$ cat src/rtl/stopwatch_pkg.sv
// ============================================================================
// stopwatch_pkg : BCD digit type, digit limits and limit-splitting helper
// Revision 1.0
// ============================================================================
`default_nettype none

package stopwatch_pkg;

    typedef logic [3:0] bcd_t;

    typedef struct packed {
        bcd_t tens;
        bcd_t ones;
    } bcd_pair_t;

    localparam bcd_t SEC_TENS_MAX = 4'd5;
    localparam bcd_t BCD_MAX      = 4'd9;

    function automatic bcd_pair_t split_limit(input int unsigned limit);
        bcd_pair_t r;
        r.tens = bcd_t'(limit / 10);
        r.ones = bcd_t'(limit % 10);
        return r;
    endfunction

endpackage

`default_nettype wire

$ cat src/rtl/tick_edge_detect.sv
// ============================================================================
// tick_edge_detect : samples slow_clk into clk domain, emits one-cycle tick_c
// per rising edge. Macro TICK_SYNC_EN selects a two-flop synchronizer.
// Revision 1.0
// ============================================================================
`default_nettype none

module tick_edge_detect (
    input  logic clk,
    input  logic rst_n,
    input  logic slow_clk,
    output logic tick_c
);

    logic s2_d, s2_q;
    logic s3_d, s3_q;

`ifdef TICK_SYNC_EN
    logic s1_d, s1_q;

    always_comb begin
        s1_d = slow_clk;
        s2_d = s1_q;
    end

    always_ff @(posedge clk or negedge rst_n) begin
        if (!rst_n) begin
            s1_q <= 1'b0;
        end else begin
            s1_q <= s1_d;
        end
    end
`else
    always_comb begin
        s2_d = slow_clk;
    end
`endif

    always_comb begin
        s3_d = s2_q;
    end

    always_ff @(posedge clk or negedge rst_n) begin
        if (!rst_n) begin
            s2_q <= 1'b0;
            s3_q <= 1'b0;
        end else begin
            s2_q <= s2_d;
            s3_q <= s3_d;
        end
    end

    assign tick_c = s2_q & ~s3_q;

endmodule

`default_nettype wire

$ cat src/rtl/stopwatch_counter.sv
// ============================================================================
// stopwatch_counter : MM:SS BCD stopwatch advanced by slow_clk rising edges,
// with clear/adjust/pause. Macro TICK_SYNC_EN adds a synchronizer stage.
// Revision 1.0
// ============================================================================
`default_nettype none

module stopwatch_counter
    import stopwatch_pkg::*;
#(
    parameter int unsigned MIN_LIMIT = 59
) (
    input  logic       clk,
    input  logic       rst_n,
    input  logic       slow_clk,
    input  logic       pause,
    input  logic       clear,
    input  logic       adj_sec,
    input  logic       adj_min,
    output logic [3:0] sec_ones,
    output logic [3:0] sec_tens,
    output logic [3:0] min_ones,
    output logic [3:0] min_tens,
    output logic       tick_o,
    output logic       rollover
);

    localparam bcd_pair_t LIMIT_BCD = split_limit(MIN_LIMIT);

    logic tick_c;

    bcd_t sec_ones_d, sec_ones_q;
    bcd_t sec_tens_d, sec_tens_q;
    bcd_t min_ones_d, min_ones_q;
    bcd_t min_tens_d, min_tens_q;
    logic tick_o_d,   tick_o_q;
    logic rollover_d, rollover_q;

    logic sec_at_max;
    logic min_at_limit;
    logic do_sec;
    logic do_min;
    logic tick_ok;
    logic adj_any;

    tick_edge_detect u_tick_edge_detect (
        .clk      (clk),
        .rst_n    (rst_n),
        .slow_clk (slow_clk),
        .tick_c   (tick_c)
    );

    always_comb begin
        sec_ones_d   = sec_ones_q;
        sec_tens_d   = sec_tens_q;
        min_ones_d   = min_ones_q;
        min_tens_d   = min_tens_q;
        tick_o_d     = 1'b0;
        rollover_d   = 1'b0;

        sec_at_max   = (sec_ones_q == BCD_MAX) && (sec_tens_q == SEC_TENS_MAX);
        min_at_limit = (min_tens_q == LIMIT_BCD.tens) && (min_ones_q == LIMIT_BCD.ones);
        adj_any      = adj_sec | adj_min;
        tick_ok      = tick_c & ~pause & ~adj_any & ~clear;

        // Adjust increments each field alone; only a tick carries seconds into minutes.
        do_sec = ~clear & (adj_any ? adj_sec : tick_ok);
        do_min = ~clear & (adj_any ? adj_min : (tick_ok & sec_at_max));

        if (clear) begin
            sec_ones_d = '0;
            sec_tens_d = '0;
            min_ones_d = '0;
            min_tens_d = '0;
        end else begin
            if (do_sec) begin
                if (sec_ones_q == BCD_MAX) begin
                    sec_ones_d = '0;
                    sec_tens_d = (sec_tens_q == SEC_TENS_MAX) ? '0 : sec_tens_q + 4'd1;
                end else begin
                    sec_ones_d = sec_ones_q + 4'd1;
                end
            end
            if (do_min) begin
                if (min_at_limit) begin
                    min_ones_d = '0;
                    min_tens_d = '0;
                end else if (min_ones_q == BCD_MAX) begin
                    min_ones_d = '0;
                    min_tens_d = min_tens_q + 4'd1;
                end else begin
                    min_ones_d = min_ones_q + 4'd1;
                end
            end
            tick_o_d   = tick_ok;
            rollover_d = tick_ok & sec_at_max & min_at_limit;
        end
    end

    always_ff @(posedge clk or negedge rst_n) begin
        if (!rst_n) begin
            sec_ones_q <= '0;
            sec_tens_q <= '0;
            min_ones_q <= '0;
            min_tens_q <= '0;
            tick_o_q   <= 1'b0;
            rollover_q <= 1'b0;
        end else begin
            sec_ones_q <= sec_ones_d;
            sec_tens_q <= sec_tens_d;
            min_ones_q <= min_ones_d;
            min_tens_q <= min_tens_d;
            tick_o_q   <= tick_o_d;
            rollover_q <= rollover_d;
        end
    end

    assign sec_ones = sec_ones_q;
    assign sec_tens = sec_tens_q;
    assign min_ones = min_ones_q;
    assign min_tens = min_tens_q;
    assign tick_o   = tick_o_q;
    assign rollover = rollover_q;

endmodule

`default_nettype wire

$ cat config.mk
export PLATFORM = sky130hd
export DESIGN_NAME = stopwatch_counter
export DESIGN_NICKNAME = d
export VERILOG_FILES = /design/src/rtl/stopwatch_pkg.sv /design/src/rtl/tick_edge_detect.sv /design/src/rtl/stopwatch_counter.sv
export SDC_FILE = /design/constraint.sdc
export NUM_CORES = 1
export LEC_CHECK = 0
export BUFFER_PORTS_ARGS = -buffer_cell sky130_fd_sc_hd__buf_4
export CAP_MARGIN = 20
export CORE_MARGIN = 3
export CORE_UTILIZATION = 30
export CTS_BUF_LIST = sky130_fd_sc_hd__clkbuf_8
export CTS_CLUSTER_DIAMETER = 120
export DETAILED_ROUTE_END_ITERATION = 8
export SKIP_CTS_REPAIR_TIMING = 1
export SLEW_MARGIN = 20
export SYNTH_ARGS = -nofsm -noshare
export SYNTH_HDL_FRONTEND = slang
export SYNTH_HIERARCHICAL = 1
export SYNTH_SLANG_ARGS = --single-unit
$ cat constraint.sdc
create_clock -name clk -period 2.14 [get_ports clk]
set_clock_uncertainty 0.15 [all_clocks]
set_input_delay 0.428 -clock clk [delete_from_list [all_inputs] [get_ports clk]]
set_output_delay 0.428 -clock clk [all_outputs]
set_load 0.05 [all_outputs]
==> impl_metrics.tcl, run 1 <==
set metrics [dict create \
    slew_violations 0 \
    synthTopCellsByCount "dfrtp_1, o21ai_0, a21oi_1, ha_1, nor2_1" \
    final_cells 188 \
    yosysTopAreaCellShare_pct 45.8 \
    period_share_pct 92.7 \
    vias_per_cell 5.11 \
    clkLatencyLatePin_ns 0.26 \
    io_buffers 24 \
    worst_pin_slew_ns 0.325 \
    cts.sinks 20 \
    cts_tree "built" \
    routed-wl-met3_um 152 \
    n_antenna_cell 0 \
    ys.flop_type "dfrtp_1" \
    netlist_instances 110 \
    ant_nets 0 \
    clkSlewWorstSetupHoldPaths_ns 0.08 \
    relSlewSlack_pct 78.3 \
    final_area_um2 1420 \
    ys_ff_latch 20 \
    route.detailed.drc 0 \
    synth.most_common_cell "dfrtp_1" \
    root_buffer "clkbuf_8" \
    synth_area_leaders "dfrtp_1, ha_1, o21ai_0, a21oi_1, or4b_1" \
    max_freq_mhz 504 \
    synthesis.nets 125 \
    antenna_found_initial 0 \
    hold_viol 0 \
    leakagePower_nw 0.654 \
    place.gp.congestion 0.819 \
    setup_violations 0 \
    vias 961 \
    synth.largest_area_cell "dfrtp_1" \
    first_global_vias 935 \
    worst_path_largest_cell_delay_ns 0.50 \
    ys_async_sr_fraction_pct 100 \
    grt_max_degree 21 \
    grt_pass1_wl_mm 4.24 \
    wl_mm 2.42 \
    path_max_fanout 16 \
    ioPinCount 25 \
    crit_family "simple AND/OR/NAND/NOR gates" \
    yosysSeqAreaShare_pct 45.8 \
    coreArea_um2 3420 \
    drt_iter0_drc 59 \
    layout_min_cycle_time_ns 1.98 \
    status "completed" \
    dieArea_um2 4400 \
    place_inst 182 \
    crit_type "register to register" \
    crit_slowest_cell "or4b_1" \
    hp-class "input port to register" \
    rsz0062_at_grt "false" \
    syn_area_per_cell_um2 9.93 \
    crit_chain "inv_1 -> ha_1 -> and3b_2 -> a31oi_1 -> buf_4 -> or4b_1 -> a21oi_1" \
    drive_above_1_share_pct 28.9 \
    dr.pass1.iters 4 \
    wl_met2_mm 1.16 \
    start_util_pct 32.0 \
    drt-met1-wl_mm 1.10 \
    ir_drop_mv 0.366 \
    cp.required_ns 2.18 \
    p_per_area_nw_per_um2 669 \
    ys_types 34 \
    track_usage_pct 12.2 \
    dieWidth_um 66.3 \
    worstPathArrival_ns 2.02 \
    placed_area_um2 1350 \
    yosysWarnings 6 \
    setup-tns-final_ns 0 \
    numCtsBuffers 3 \
    cap_violations 0 \
    highest_layer "met4" \
    dp_hpwl_mm 1.80 \
    cts_buffer_depth 2 \
    area_growth_pct 30.4 \
    h-tree-depth 1 \
    globalRouteOverflowTotal 0 \
    cp_num_buf_inv 2 \
    final_nets 158 \
    synth_enable_flop_cells 0 \
    end_kind "register" \
    r2r_slack_ns 0.16 \
    crit_path_start_kind "register" \
    dieHeight_um 66.3 \
    syn_area_um2 1090 \
    rows 21 \
    wl_per_cell_um 12.9 \
]
[cell type report]
type | count | area (µm²)
fill | 345 | 1990
inverter | 5 | 18.8
clock buffer | 4 | 55.1
timing repair buffer | 31 | 235
multi-input combinational | 82 | 556
tap | 46 | 57.6
sequential | 20 | 502
[sequential cells by signal, summed over array words and instances, names as in the netlist]
register                 count
u_tick_edge_detect/s2_q      1
tick_o                       1
u_tick_edge_detect/s3_q      1
sec_ones                     4
sec_tens                     4
min_tens                     4
rollover                     1
min_ones                     4
[report_power, final]
group | switching, mW | total [mW] | leakage (nW) | internal (mW)
registers | 0.0244 | 0.426 | 0.267 | 0.402
logic | 0.150 | 0.234 | 0.358 | 0.0843
clock network | 0.129 | 0.293 | 0.0288 | 0.164
total | 0.304 | 0.953 | 0.654 | 0.650
[final timing paths]
| path | startpoint | to | cells after the start |
|---|---|---|---|
| max in group asynchronous | rst_n | sec_ones[1]$_DFFE_PN0P_ | 2 |
| hold reg to reg | u_tick_edge_detect/s2_q$_DFF_PN0_ | u_tick_edge_detect/s3_q$_DFF_PN0_ | 0 |
| setup / recovery | sec_ones[1]$_DFFE_PN0P_ | min_tens[1]$_DFFE_PN0P_ | 7 |
| min in group asynchronous | rst_n | min_tens[3]$_DFFE_PN0P_ | 2 |
| setup reg to reg | sec_ones[1]$_DFFE_PN0P_ | min_tens[1]$_DFFE_PN0P_ | 7 |
| hold / removal | slow_clk | u_tick_edge_detect/s2_q$_DFF_PN0_ | 1 |
[worst reg2reg max path: stages, from the launching register on]
cell	delay, ns
dfrtp_2	0.43
inv_1	0.06
ha_1	0.13
and3b_2	0.22
a31oi_1	0.09
buf_4	0.18
or4b_1	0.50
a21oi_1	0.15
[through the flow]
step / hold WS [ns] / setup WS, ns / util (%) / total power, mW
after floorplan: -0.0176 / 0.00699 / - / 0.573
after global placement: 0.173 / 0.166 / 39.5 / 0.657
after detailed placement: 0.183 / 0.139 / 39.5 / 0.663
after CTS: -0.106 / 0.117 / 41.1 / 0.963
after global routing: 0.113 / 0.00313 / 41.7 / 1.01
final: 0.123 / 0.156 / 41.7 / 0.953
[placed cells by master, fill, tap and decap left out, types with 2 or more instances in the layout]
cell,instances
buf_4,30
dfrtp_1,19
o21ai_0,13
nor2_1,8
a21oi_1,8
ha_1,8
nand2_1,7
inv_1,5
clkbuf_8,4
nand3_1,3
or3_1,3
or4_1,3
or4b_1,3
nor2b_1,2
and3b_2,2
xor2_1,2
a31oi_1,2
o31ai_1,2
[routing by layer]
| metal | up-vias | global-route usage [%] |
|---|---|---|
| met3 | 2 | 4.08 |
| li1 | 465 | - |
| met5 | - | 0 |
| met4 | 0 | 0.761 |
| met2 | 34 | 21.9 |
| met1 | 460 | 14.7 |
[kinds of logic (layout without fill, tap and decap cells)]
kind of cell | after synthesis | in the layout | synth area share [%]
flops | 20 | 20 | 45.8
simple gates | 42 | 42 | 24.2
buf+inv | 8 | 40 | 3.55
xor+xnor | 3 | 3 | 2.41
fa+ha+maj | 8 | 8 | 9.16
compound gates | 29 | 29 | 14.9
(Power assumes the default switching activity.)
==> run 2: changes to the inputs <==
--- a/config.mk
+++ b/config.mk
@@ -5,6 +5,7 @@
 export SDC_FILE = /design/constraint.sdc
 export NUM_CORES = 1
 export LEC_CHECK = 0
+export ABC_AREA = 1
 export BUFFER_PORTS_ARGS = -buffer_cell sky130_fd_sc_hd__buf_4
 export CAP_MARGIN = 20
 export CORE_MARGIN = 3
==> impl_metrics.tcl, run 2 <==
set metrics [dict create \
    crit_type "register to register" \
    drt_iter0_drc 74 \
    cp.required_ns 2.13 \
    fin_util_pct 40.8 \
    status "completed" \
    fillCellCount 359 \
    cts_buffer_depth 2 \
    synthTopCellsByCount "nand2_1, dfrtp_1, nand3_1, nor2_1, inv_1" \
    crit_family "flip-flops" \
    route.detailed.drc 0 \
    yosysWarnings 6 \
    syn_area_um2 1100 \
    synth_adder_area_share_pct 9.08 \
    wl_per_cell_um 10.7 \
    switching_share_pct 36.3 \
    yosysTopAreaCellShare_pct 45.4 \
    final_common_cell "nand2_1" \
    intPower_mw 0.677 \
    wl_mm 2.17 \
    combPwrFrac_pct 29.4 \
    root_buffer "clkbuf_8" \
    rsz0062_at_grt "false" \
    clock_power_share_pct 26.9 \
    dieWidth_um 66.6 \
    final_nets 173 \
    syn_area_per_cell_um2 8.61 \
    power.switching_mw 0.387 \
    rows 21 \
    worst_path_largest_cell_delay_ns 0.42 \
    layout_setup_ws_ns 0.545 \
    setup-tns-final_ns 0 \
    end_kind "register" \
    ys_async_sr_fraction_pct 100 \
    hold_viol 0 \
    coreArea_um2 3440 \
    worst_pin_slew_ns 0.335 \
    worstPathArrival_ns 1.58 \
    ir_drop_mv 0.387 \
    dr.pass1.iters 4 \
    first_global_vias 835 \
    synth_enable_flop_cells 0 \
    track_usage_pct 10.5 \
    clkSlewWorstSetupHoldPaths_ns 0.07 \
    synthesis.nets 143 \
    drive_above_1_share_pct 25.5 \
    ioPinCount 25 \
    crit_chain "inv_1 -> ha_1 -> nand2_1 -> nor2_1 -> nor2_1 -> inv_1 -> nor2_1 -> nand2_1 -> o21ai_0" \
    p_per_area_nw_per_um2 757 \
    period_share_pct 74.5 \
    grt_pass1_wl_mm 3.60 \
    crit_slowest_cell "dfrtp_1" \
    numCtsBuffers 3 \
    dieArea_um2 4440 \
    crit_path_start_kind "register" \
    final_area_um2 1410 \
    ys.flop_type "dfrtp_1" \
    cts_tree "built" \
    synth-xor-area-share_pct 3.97 \
    io_buffers 24 \
    final_cell_mix "nand2_1, buf_4, dfrtp_1" \
    synth_compound_area_share_pct 4.99 \
    hp-class "input port to register" \
    area_growth_pct 27.5 \
    crit_top_cell "nor2_1" \
    placed_area_um2 1340 \
    cap_violations 0 \
    dieHeight_um 66.6 \
    vias 927 \
    max_freq_mhz 627 \
    layout_min_cycle_time_ns 1.59 \
    relSlewSlack_pct 77.6 \
    yosysSeqAreaShare_pct 45.4 \
    place_ws_ns 0.560 \
    muxShareOfSynthArea_pct 0 \
    ys_types 19 \
    dp_hpwl_mm 1.62 \
    synth.most_common_cell "nand2_1" \
    leakagePower_nw 0.716 \
    ys_ff_latch 20 \
    place_inst 198 \
    synth_area_leaders "dfrtp_1, nand2_1, ha_1, nand3_1, nor2_1" \
    n_antenna_cell 0 \
    vias_per_cell 4.57 \
    setup_violations 0 \
    place.gp.congestion 0.819 \
    clkLatencyLatePin_ns 0.26 \
    cts.sinks 20 \
    netlist_instances 128 \
    grt_max_degree 21 \
    final_cells 203 \
    ant_nets 0 \
    slew_violations 0 \
    synth_top_family_by_area "simple AND/OR/NAND/NOR gates" \
    sequentialPowerShare_pct 43.7 \
    h-tree-depth 1 \
    start_util_pct 32.0 \
    antenna_found_initial 0 \
    synthSimpleGateAreaFrac_pct 32.1 \
    cp_num_buf_inv 2 \
    globalRouteOverflowTotal 0 \
    path_max_fanout 7 \
    synth.largest_area_cell "dfrtp_1" \
]
run 2: cell types whose count changed after synthesis, moves of 3 or more:
| cell | previous run | this run |
|---|---|---|
| a21oi_1 | 8 | 3 |
| nand3_1 | 3 | 16 |
| or4b_1 | 3 | 0 |
| inv_1 | 5 | 12 |
| nor2_1 | 8 | 14 |
| nand2_2 | 0 | 3 |
| nand2_1 | 7 | 27 |
| o21ai_1 | 0 | 4 |
| o21ai_0 | 13 | 4 |
| and3b_1 | 3 | 0 |
| or4_1 | 3 | 0 |
| nor2_2 | 0 | 3 |
| or3_1 | 3 | 0 |
run 2: layout make-up:
class,instances,area (µm²),share of cell area (%)
timing repair buffer,25,190,13.5
multi-input combinational,95,553,39.4
tap,46,57.6,4.10
sequential,20,500,35.6
inverter,13,48.8,3.47
clock buffer,4,55.1,3.92
run 2: cell families after synthesis:
kind of cell               Yosys count
and+or+nand+nor                     71
adders and majority gates            8
AOI/OAI and AO/OA                   11
xor gates and xnor gates             5
buffers and inverters               13
DFF                                 20
run 2: path summary, 6_finish.rpt:
check                      slack (ns)  cells past startpoint                               from                           endpoint
max in group asynchronous        1.20                      2                              rst_n            min_tens[0]$_DFFE_PN0P_
min in group asynchronous        0.43                      2                              rst_n            sec_ones[2]$_DFFE_PN0P_
hold reg to reg                  0.23                      0  u_tick_edge_detect/s2_q$_DFF_PN0_  u_tick_edge_detect/s3_q$_DFF_PN0_
setup reg to reg                 0.55                      9            min_ones[1]$_DFFE_PN0P_            min_ones[1]$_DFFE_PN0P_
hold / removal                   0.12                      1                           slow_clk  u_tick_edge_detect/s2_q$_DFF_PN0_
setup / recovery                 0.55                      9            min_ones[1]$_DFFE_PN0P_            min_ones[1]$_DFFE_PN0P_
run 2: per-stage QoR:
step	hold WS, ns	power, mW
2_1_floorplan	-0.0176	0.681
3_3_place_gp	0.175	0.779
3_5_place_dp	0.177	0.787
4_1_cts	-0.105	1.08
5_1_grt	0.112	1.13
6_report	0.125	1.06
run 2: power groups by stage:
stage / clock network (mW) / registers (mW) / logic, mW
after floorplan: 0 / 0.582 / 0.0998
after global placement: 0 / 0.467 / 0.312
after detailed placement: 0 / 0.473 / 0.315
after CTS: 0.297 / 0.465 / 0.316
after global routing: 0.313 / 0.473 / 0.344
final: 0.286 / 0.465 / 0.313
run 2: routing by layer:
metal  routed length (µm)  up-vias  track usage [%]  share of wire [%]
met5                    0        -                0                  0
li1                     -      472                -                  -
met3                  104        0             3.20                4.8
met2                 1030       23             17.0                 48
met1                 1030      432             13.3                 47
met4                    0        0             3.05                  0
